$ cat config.mk
export PLATFORM = sky130hd
export DESIGN_NAME = sc_core_oz_rf_mp
export DESIGN_NICKNAME = d
export VERILOG_FILES = /design/src/rtl/sc_core_oz_pkg.sv /design/src/rtl/sc_core_oz_rf_sb.sv /design/src/rtl/sc_core_oz_rf_mp.sv
export SDC_FILE = /design/constraint.sdc
export NUM_CORES = 2
export LEC_CHECK = 0
export ABC_CLOCK_PERIOD_IN_PS = 5000
export CORE_ASPECT_RATIO = 1.4
export CORE_MARGIN = 4
export CORE_UTILIZATION = 40
export DETAILED_ROUTE_END_ITERATION = 10
export DONT_BUFFER_PORTS = 1
export PLACE_DENSITY_LB_ADDON = 0.15
export REMOVE_ABC_BUFFERS = 1
export SLEW_MARGIN = 10
export SYNTH_ARGS = -nofsm -noshare
export SYNTH_HDL_FRONTEND = slang
export SYNTH_SLANG_ARGS = --single-unit
$ cat constraint.sdc
create_clock -name clk -period 5 [get_ports clk]
set_input_delay 0.25 -clock clk [delete_from_list [all_inputs] [get_ports clk]]
set_output_delay 0.25 -clock clk [all_outputs]
set_load 0.05 [all_outputs]
$ cat src/rtl/sc_core_oz_pkg.sv
// ---------------------------------------------------------------------------
// sc_core_oz_pkg
// Shared definitions for the sc_core_oz register file slice: default
// geometry of the integer register file, the architectural address/data
// types, and the index of the hardwired-zero register.
// Ports: none (package).
// ---------------------------------------------------------------------------
package sc_core_oz_pkg;

    localparam int RF_DATA_W   = 32;
    localparam int RF_NUM_REGS = 32;
    localparam int RF_NUM_RD   = 2;

    typedef logic [4:0]  t_rf_addr;
    typedef logic [31:0] t_rf_data;

    // Register 0 is the hardwired-zero register when ZERO_REG is enabled.
    localparam int X0_ADDR = 0;

endpackage : sc_core_oz_pkg

$ cat src/rtl/sc_core_oz_rf_sb.sv
// ---------------------------------------------------------------------------
// sc_core_oz_rf_sb
// Pending-write scoreboard for the register file: one pending bit per
// register plus a registered population count of those bits.
// Ports:
//   clk            core clock, rising edge
//   rst            synchronous active-high reset, clears all bits and count
//   i_set_en       issue marks i_set_addr as awaiting writeback
//   i_set_addr     destination to mark (validated here)
//   i_clr_en       accepted writeback (already validated by the top)
//   i_clr_addr     writeback destination whose bit is cleared
//   o_pending      pending bit vector, one bit per register
//   o_pending_cnt  number of pending registers
// ---------------------------------------------------------------------------
module sc_core_oz_rf_sb
    import sc_core_oz_pkg::*;
#(
    parameter int NUM_REGS = RF_NUM_REGS,
    parameter int ADDR_W   = $clog2(NUM_REGS),
    parameter int ZERO_REG = 1,
    parameter int CNT_W    = $clog2(NUM_REGS + 1)
) (
    input  logic                clk,
    input  logic                rst,
    input  logic                i_set_en,
    input  logic [ADDR_W-1:0]   i_set_addr,
    input  logic                i_clr_en,
    input  logic [ADDR_W-1:0]   i_clr_addr,
    output logic [NUM_REGS-1:0] o_pending,
    output logic [CNT_W-1:0]    o_pending_cnt
);

    localparam logic [ADDR_W:0]   LP_NUM_REGS = (ADDR_W + 1)'(NUM_REGS);
    localparam logic [ADDR_W-1:0] LP_X0       = ADDR_W'(X0_ADDR);

    logic [NUM_REGS-1:0] r_pending;
    logic [CNT_W-1:0]    r_cnt;

    logic w_set_vld;
    logic w_same;
    logic w_inc;
    logic w_dec;

    // Out-of-range destinations and the zero register never become pending.
    assign w_set_vld = i_set_en && ({1'b0, i_set_addr} < LP_NUM_REGS)
                       && !((ZERO_REG != 0) && (i_set_addr == LP_X0));

    // A set and a clear on the same register leave it pending, so that
    // clear must not be counted as a decrement.
    assign w_same = w_set_vld && i_clr_en && (i_set_addr == i_clr_addr);
    assign w_inc  = w_set_vld && !r_pending[i_set_addr];
    assign w_dec  = i_clr_en && r_pending[i_clr_addr] && !w_same;

    // NOTE: sequential state uses non-blocking assignments so every flop
    // samples the pre-edge values regardless of statement order.
    always_ff @(posedge clk) begin
        if (rst) begin
            r_pending <= '0;
            r_cnt     <= '0;
        end else begin
            if (i_clr_en) begin
                r_pending[i_clr_addr] <= 1'b0;
            end
            // Last assignment wins: a same-cycle set overrides the clear.
            if (w_set_vld) begin
                r_pending[i_set_addr] <= 1'b1;
            end
            if (w_inc && !w_dec) begin
                r_cnt <= r_cnt + CNT_W'(1);
            end else if (w_dec && !w_inc) begin
                r_cnt <= r_cnt - CNT_W'(1);
            end
        end
    end

    assign o_pending     = r_pending;
    assign o_pending_cnt = r_cnt;

endmodule : sc_core_oz_rf_sb

$ cat src/rtl/sc_core_oz_rf_mp.sv
// ---------------------------------------------------------------------------
// sc_core_oz_rf_mp
// Parametrised multi-read-port integer register file with an integrated
// pending-write scoreboard used by issue logic for RAW hazard stalls.
// Ports:
//   clk          core clock, rising edge
//   rst          synchronous active-high reset, clears data and scoreboard
//   wr_en        writeback enable
//   wr_addr      writeback destination
//   wr_data      writeback data
//   rd_addr      read addresses, one per port
//   rd_data      combinational read data, one per port
//   rd_busy      addressed register has an outstanding write, per port
//   sb_set_en    issue marks sb_set_addr as pending
//   sb_set_addr  destination to mark
//   pending_cnt  number of pending registers
// ---------------------------------------------------------------------------
module sc_core_oz_rf_mp
    import sc_core_oz_pkg::*;
#(
    parameter int DATA_W   = RF_DATA_W,
    parameter int NUM_REGS = RF_NUM_REGS,
    parameter int ADDR_W   = $clog2(NUM_REGS),
    parameter int NUM_RD   = RF_NUM_RD,
    parameter int BYPASS   = 1,
    parameter int ZERO_REG = 1
) (
    input  logic                             clk,
    input  logic                             rst,
    input  logic                             wr_en,
    input  logic [ADDR_W-1:0]                wr_addr,
    input  logic [DATA_W-1:0]                wr_data,
    input  logic [NUM_RD-1:0][ADDR_W-1:0]    rd_addr,
    output logic [NUM_RD-1:0][DATA_W-1:0]    rd_data,
    output logic [NUM_RD-1:0]                rd_busy,
    input  logic                             sb_set_en,
    input  logic [ADDR_W-1:0]                sb_set_addr,
    output logic [$clog2(NUM_REGS+1)-1:0]    pending_cnt
);

    localparam int                CNT_W       = $clog2(NUM_REGS + 1);
    localparam logic [ADDR_W:0]   LP_NUM_REGS = (ADDR_W + 1)'(NUM_REGS);
    localparam logic [ADDR_W-1:0] LP_X0       = ADDR_W'(X0_ADDR);

    logic [DATA_W-1:0]   r_regs [NUM_REGS];
    logic [NUM_REGS-1:0] w_pending;
    logic                w_wr_acc;

    // An address is live when it maps to a real register that is not the
    // hardwired zero.
    function automatic logic f_addr_live(input logic [ADDR_W-1:0] a);
        return ({1'b0, a} < LP_NUM_REGS) && !((ZERO_REG != 0) && (a == LP_X0));
    endfunction

    assign w_wr_acc = wr_en && f_addr_live(wr_addr);

    // NOTE: the whole array is reset because every register must read 0
    // after reset; this keeps it in flops rather than a RAM macro.
    always_ff @(posedge clk) begin
        if (rst) begin
            for (int i = 0; i < NUM_REGS; i++) begin
                r_regs[i] <= '0;
            end
        end else if (w_wr_acc) begin
            r_regs[wr_addr] <= wr_data;
        end
    end

    sc_core_oz_rf_sb #(
        .NUM_REGS (NUM_REGS),
        .ADDR_W   (ADDR_W),
        .ZERO_REG (ZERO_REG),
        .CNT_W    (CNT_W)
    ) u_sb (
        .clk           (clk),
        .rst           (rst),
        .i_set_en      (sb_set_en),
        .i_set_addr    (sb_set_addr),
        .i_clr_en      (w_wr_acc),
        .i_clr_addr    (wr_addr),
        .o_pending     (w_pending),
        .o_pending_cnt (pending_cnt)
    );

    // NOTE: every output gets a default before any branch so no latch is
    // inferred when a port's address is invalid.
    always_comb begin
        for (int i = 0; i < NUM_RD; i++) begin
            rd_data[i] = '0;
            rd_busy[i] = 1'b0;
            if (f_addr_live(rd_addr[i])) begin
                // A forwarded value is the completing result, so the port
                // is not busy even if the register is still marked pending.
                if ((BYPASS != 0) && w_wr_acc && (wr_addr == rd_addr[i])) begin
                    rd_data[i] = wr_data;
                end else begin
                    rd_data[i] = r_regs[rd_addr[i]];
                    rd_busy[i] = w_pending[rd_addr[i]];
                end
            end
        end
    end

endmodule : sc_core_oz_rf_mp

-- Yosys cells after proc, flatten, opt, wreduce, memory -nomap -nowiden
Memory sizes are Yosys's and may differ from the RTL's.
Index checks and enable logic that the tools add are counted.
- $add $sub $neg: 2
- $lt $le $gt $ge: 6
- equality and inequality tests: 3
- muxes and demuxes: 33
- bitwise operators: 3
- reductions and logical operators: 25
- operators by type and width (operator ; number):
    2-to-1 mux 32 bit ; 8
    AND 32 bit ; 1
    NOT 32 bit ; 1
    OR 32 bit ; 1
    OR reduction 32 bit ; 1
    < comparator 5 x 6 -> 1 bit (second input constant) ; 4
    binary-select mux 1 bit (select 5 bit) ; 4
    zero test 5 bit ; 4
    2-to-1 mux 1 bit ; 16
    == test 5 bit ; 3
    logical AND 1 bit ; 13
    2-to-1 mux 6 bit ; 2
    demux 1 bit (select 5 bit) ; 2
    greater-or-equal comparator 5 x 1 -> 1 bit (second input constant) ; 2
    adder 6 x 1 -> 6 bit (second input constant) ; 1
    zero test 1 bit ; 6
    subtractor 6 x 1 -> 6 bit (second input constant) ; 1
    2-to-1 mux 5 bit ; 1
    nonzero test 2 bit ; 1
- register bits: 38
- RAM bits: 1024
- input port bits: 56
- output and inout port bits: 72
- word-level logic and storage cells: 75
- memories: 1
- memories (memory ; words ; bits a word ; rd ports ; clocked after Yosys merged registers in ; write ports ; RTL line ; source):
    r_regs ; 32 ; 32 ; 2 ; 0 ; 32 ; sc_core_oz_rf_mp.sv:45 ; logic [DATA_W-1:0] r_regs [NUM_REGS];

-- Longest topological paths before layout
- depth after elaboration: 10
- depth in mapped cells: 15
- mapped depth without buffers: 13

-- By module
A second synthesis with hierarchy kept.
- cell total of the unflattened synthesis: 4207
- area, all modules: 58083.2 um2
- modules (own cells, without submodules) (module ; instances ; cells an instance ; area an instance (um2) ; seq. area each (um2)):
    sc_core_oz_rf_mp ; 1 ; 3914 ; 55675.9 ; 30749.5
    sc_core_oz_rf_sb ; 1 ; 293 ; 2407.3 ; 760.7

-- Worst setup path after synthesis
OpenSTA, ideal clock, no wires.
- path type: input-to-reg
- start point: in sb_set_addr[0]
- end point: reg u_sb.r_cnt[5] (netlist: u_sb.o_pending_cnt[5])
- library setup time: 121 ps
- arrival: 3526 ps
- data required time: 4879 ps
- slack: 1353 ps
- cell stages on the path: 13
- path buffers: 2
- path through: buf_2 -> buf_2 -> mux4_2 -> mux4_2 -> a211oi_1 -> ha_1 -> inv_1 -> ha_1 -> a21o_1 -> a21o_1 -> a211o_1 -> o211ai_1 -> mux2_2
- longest elaborated chain between the ends: 10
- elaborated cells between the ends (all ways): 18
- classes of those cells: eq/ne: 1; mux: 3; reduce/logical: 14
- ends and longest elaborated chain (element ; RTL line ; source):
    from (decl) ; sc_core_oz_rf_mp.sv:37 ; input logic [ADDR_W-1:0] sb_set_addr,
    branches (longest 10 deep; another with binary-select mux 1 bit (select 5 bit)) ; n/a ;
    to (signal assigned) ; sc_core_oz_rf_sb.sv:69 ; r_cnt <= r_cnt + CNT_W'(1);
    to (signal assigned) ; sc_core_oz_rf_sb.sv:71 ; r_cnt <= r_cnt - CNT_W'(1);
    to (decl) ; sc_core_oz_rf_sb.sv:37 ; logic [CNT_W-1:0] r_cnt;
Several ways; the timed one is not identified. The select of a mux whose other input is x is not followed.
A chain may end at the register's enable or synchronous reset.

==> flow_metrics.env <==
export IMPL_hold_class="input pin to flip-flop"
export IMPL_clk_latency_ns=0.75
export IMPL_period_share=0.849
export IMPL_dp_hpwl_mm=133
export IMPL_dr_pass1_iters=5
export IMPL_worstSetupPathDepth=8
export IMPL_drv_slew=117
export IMPL_grt_max_degree=361
export IMPL_setup_viol=0
export IMPL_path_class="input pin to output port"
export IMPL_final_core_utilization=0.445
export IMPL_cp_max_fo=145
export IMPL_synthDistinctLibCells=72
export IMPL_slew_headroom=-0.243
export IMPL_hold_depth=3
export IMPL_synth_area_um2=59300
export IMPL_num_vias=40700
export IMPL_fp_dieW_um=333
export IMPL_grt_usage=0.305
export IMPL_io_pins=128
export IMPL_synth_ff_type="edfxtp_1"
export IMPL_fin_cells=6321
export IMPL_core_um2=147000
export IMPL_syn_instance_count=4388
export IMPL_skew_ns=0.00878
export IMPL_setup_ws_ns=0.756
export IMPL_seqCellArea_um2=31500
export IMPL_max_vdd_ir_drop_uv=263
export IMPL_drt_iter0_markers=5429
export IMPL_slowest_delay_ns=0.82
export IMPL_dp_cells=6036
export IMPL_cts_sinks=1062
export IMPL_required_ns=4.75
export IMPL_ant_nets=1
export IMPL_synth_edf_count=1024
export IMPL_multiInputGateArea_um2=25800
export IMPL_synth_seq_cells=1062
export IMPL_root_buffer="clkbuf_16"
export IMPL_cp_start_kind="input pin"
export IMPL_grt_first_pass_wirelength_mm=330
export IMPL_maxCapViolCount=0
export IMPL_antenna_found_initial=37
export IMPL_gp_congestion=0.829
export IMPL_cp_arrival_ns=3.99
export IMPL_finalHoldViolations=0
export IMPL_syn2layout_area_growth_pct=10.1
export IMPL_r2r_start="u_sb.o_pending[27]"
export IMPL_synth_seq_area_share=0.532
export IMPL_cts_resized_gates=0
export IMPL_grt_ovfl_total=0
export IMPL_wl_per_cell_um=38.1
export IMPL_cp_endpoint="rd_data[21]"
export IMPL_fin_tns_setup_ns=0
export IMPL_cts_tree="yes"
export IMPL_end_kind="output port"
export IMPL_clock_path_buffers=3
export IMPL_post_cts_buffers=0
export IMPL_layout_drive_gt1_share=0.185
export IMPL_postCtsHoldBufs=53
export IMPL_yosys_warnings=0
export IMPL_cp_buffers_inverters=3
export IMPL_tightest_slew_ns=1.86
export IMPL_grt_pass1_vias=40600
export IMPL_cts_buffers=112
export IMPL_portBuffers=0
export IMPL_violations="antenna violations, max-slew violations"
export IMPL_slowest_stage="o21ai_0"
export IMPL_worstPathCellList="buf_16 -> buf_16 -> mux4_2 -> nand2_1 -> a21oi_1 -> o21ai_0 -> a21oi_1 -> buf_4"
export IMPL_period_needed_ns=4.24
export IMPL_start_util=0.404
export IMPL_critPathTopFamily="buffers and inverters"
export IMPL_die_area_um2=155000
export IMPL_rsz0062_at_grt="false"
export IMPL_routed_wl_mm=241
export IMPL_status="finished with violations"
export IMPL_die_h_um=464
export IMPL_nets=4336
export IMPL_r2r_setup_slack_ns=1.33
export IMPL_reg2regPathDepth=12
export IMPL_nFillCells=13000
export IMPL_crit_reg2reg_capture="u_sb.o_pending_cnt[5]"
export IMPL_hold_ws_ns=0.0632
export IMPL_max_clock_freq_mhz=236
export IMPL_rows=166
export IMPL_cp_startpoint="rd_addr[0]"
export IMPL_leakage_nw=22.7
export IMPL_drcViolationCount=0
export IMPL_powerDensity_nw_per_um2=329
export IMPL_synth_avg_cell_area_um2=13.5
export IMPL_viasPerCell=6.44
export IMPL_path_clk_slew_ns=0.07
export IMPL_synthArstFlopShare=0
export IMPL_h_tree_depth=3
export IMPL_dp_slack_ns=1.34
==> flip-flops by register name, indices dropped and copies added, names as in the netlist <==
name,cells
r_regs,1024
u_sb.o_pending,32
u_sb.o_pending_cnt,6
==> where the power goes <==
part	total [W]	leakage (nW)	internal, W	switching [W]
registers	0.0105	10.1	0.0103	0.000282
logic	0.00291	10.9	0.00111	0.00180
clock network	0.00801	1.63	0.00438	0.00363
total	0.0215	22.7	0.0157	0.00572
==> placed cells by master, fill, tap and decap left out, types with 14 or more instances in the layout <==
master	count
clkinv_1	37
conb_1	32
mux4_2	381
a221oi_1	94
mux2i_1	321
clkbuf_1	29
nand2b_1	33
nor2_4	33
nand2_1	142
nor2_1	63
a221o_1	57
inv_1	46
a31oi_1	20
a21oi_1	131
nand3b_1	14
o22ai_1	17
and2_1	1015
edfxtp_1	1024
buf_4	115
buf_12	20
dfxtp_1	38
clkbuf_16	115
a22oi_1	49
mux2_2	20
dlygate4sd3_1	52
nand2_2	30
or2_2	14
nor3_1	21
o31a_1	15
o21ai_0	141
diode_2	26
nand3_1	28
==> per-layer routing <==
layer | GRT usage | part of all wire | vias up
li1 | - | - | 16500
met1 | 0.396 | 0.38 | 21400
met2 | 0.497 | 0.48 | 2306
met3 | 0.0566 | 0.092 | 551
met4 | 0.145 | 0.051 | 2
met5 | 0 | 0.000079 | -
==> kinds of logic after synthesis <==
group | after synthesis | share of synthesized area
compound gates | 623 | 0.0734
fa+ha+maj | 6 | 0.00139
buf+inv | 504 | 0.0426
flops | 1062 | 0.532
other cells | 1 | 0.0000633
mux | 733 | 0.208
xor+xnor | 19 | 0.00281
simple gates | 1440 | 0.141
==> tightest hold or removal path, stage by stage <==
cell and delay, ns:
and2_1 0.19, nand2_1 0.16, a32o_1 0.17
==> synthesized netlist by cell type, types with 7 or more instances <==
master,number,area share
nand2_1,172,0.011
inv_1,48,0.0030
a22oi_1,49,0.0062
a21o_1,9,0.0011
xnor2_1,12,0.0018
nor3_1,22,0.0019
buf_8,9,0.0023
and2_1,1017,0.11
nand2b_1,33,0.0035
buf_4,32,0.0041
dfxtp_1,38,0.013
nand3_1,28,0.0024
o21ai_0,141,0.012
or2_2,14,0.0015
o22a_1,7,0.0010
mux2i_1,321,0.054
a31oi_1,23,0.0024
edfxtp_1,1024,0.52
a221o_1,57,0.0096
nand3b_1,14,0.0018
a32o_1,13,0.0022
a221oi_1,94,0.014
a21oi_1,133,0.011
o22ai_1,17,0.0018
a41oi_1,8,0.0012
buf_1,18,0.0011
nor2_1,97,0.0061
buf_2,49,0.0041
buf_6,34,0.0065
mux2_2,20,0.0038
mux4_2,381,0.14
a211oi_1,12,0.0015
mux4_1,11,0.0049
xor2_1,7,0.0010
nor4_1,7,0.00074
o31a_1,15,0.0022
nor2b_1,8,0.00084
clkbuf_1,304,0.019
==> cell type report <==
cell class                 instances  area share
timing repair buffer             193      0.0294
clock inverter                    59     0.00567
sequential                      1062       0.483
clock buffer                     144      0.0458
tap                             1932      0.0370
antenna                           26    0.000997
multi-input combinational       2853       0.395
inverter                          52     0.00299
==> worst min-delay path by stage <==
stage                    start                  to  slack (ns)
floorplan                  rst   u_sb.o_pending[0]        0.32
global placement           rst       r_regs[0][29]        0.39
detailed placement         rst       r_regs[0][28]        0.39
CTS                 wr_addr[2]   u_sb.o_pending[6]      0.0004
global route        wr_addr[2]  u_sb.o_pending[31]        0.08
finish              wr_addr[2]   u_sb.o_pending[7]        0.06
==> stage by stage <==
step | power [W] | cell area, µm²
floorplan | 0.0124 | 57100
global placement | 0.0133 | 61200
detailed placement | 0.0133 | 61200
CTS | 0.0214 | 65100
global route | 0.0220 | 65200
finish | 0.0215 | 65300
No activity file was read; power rests on OpenSTA's default activity.
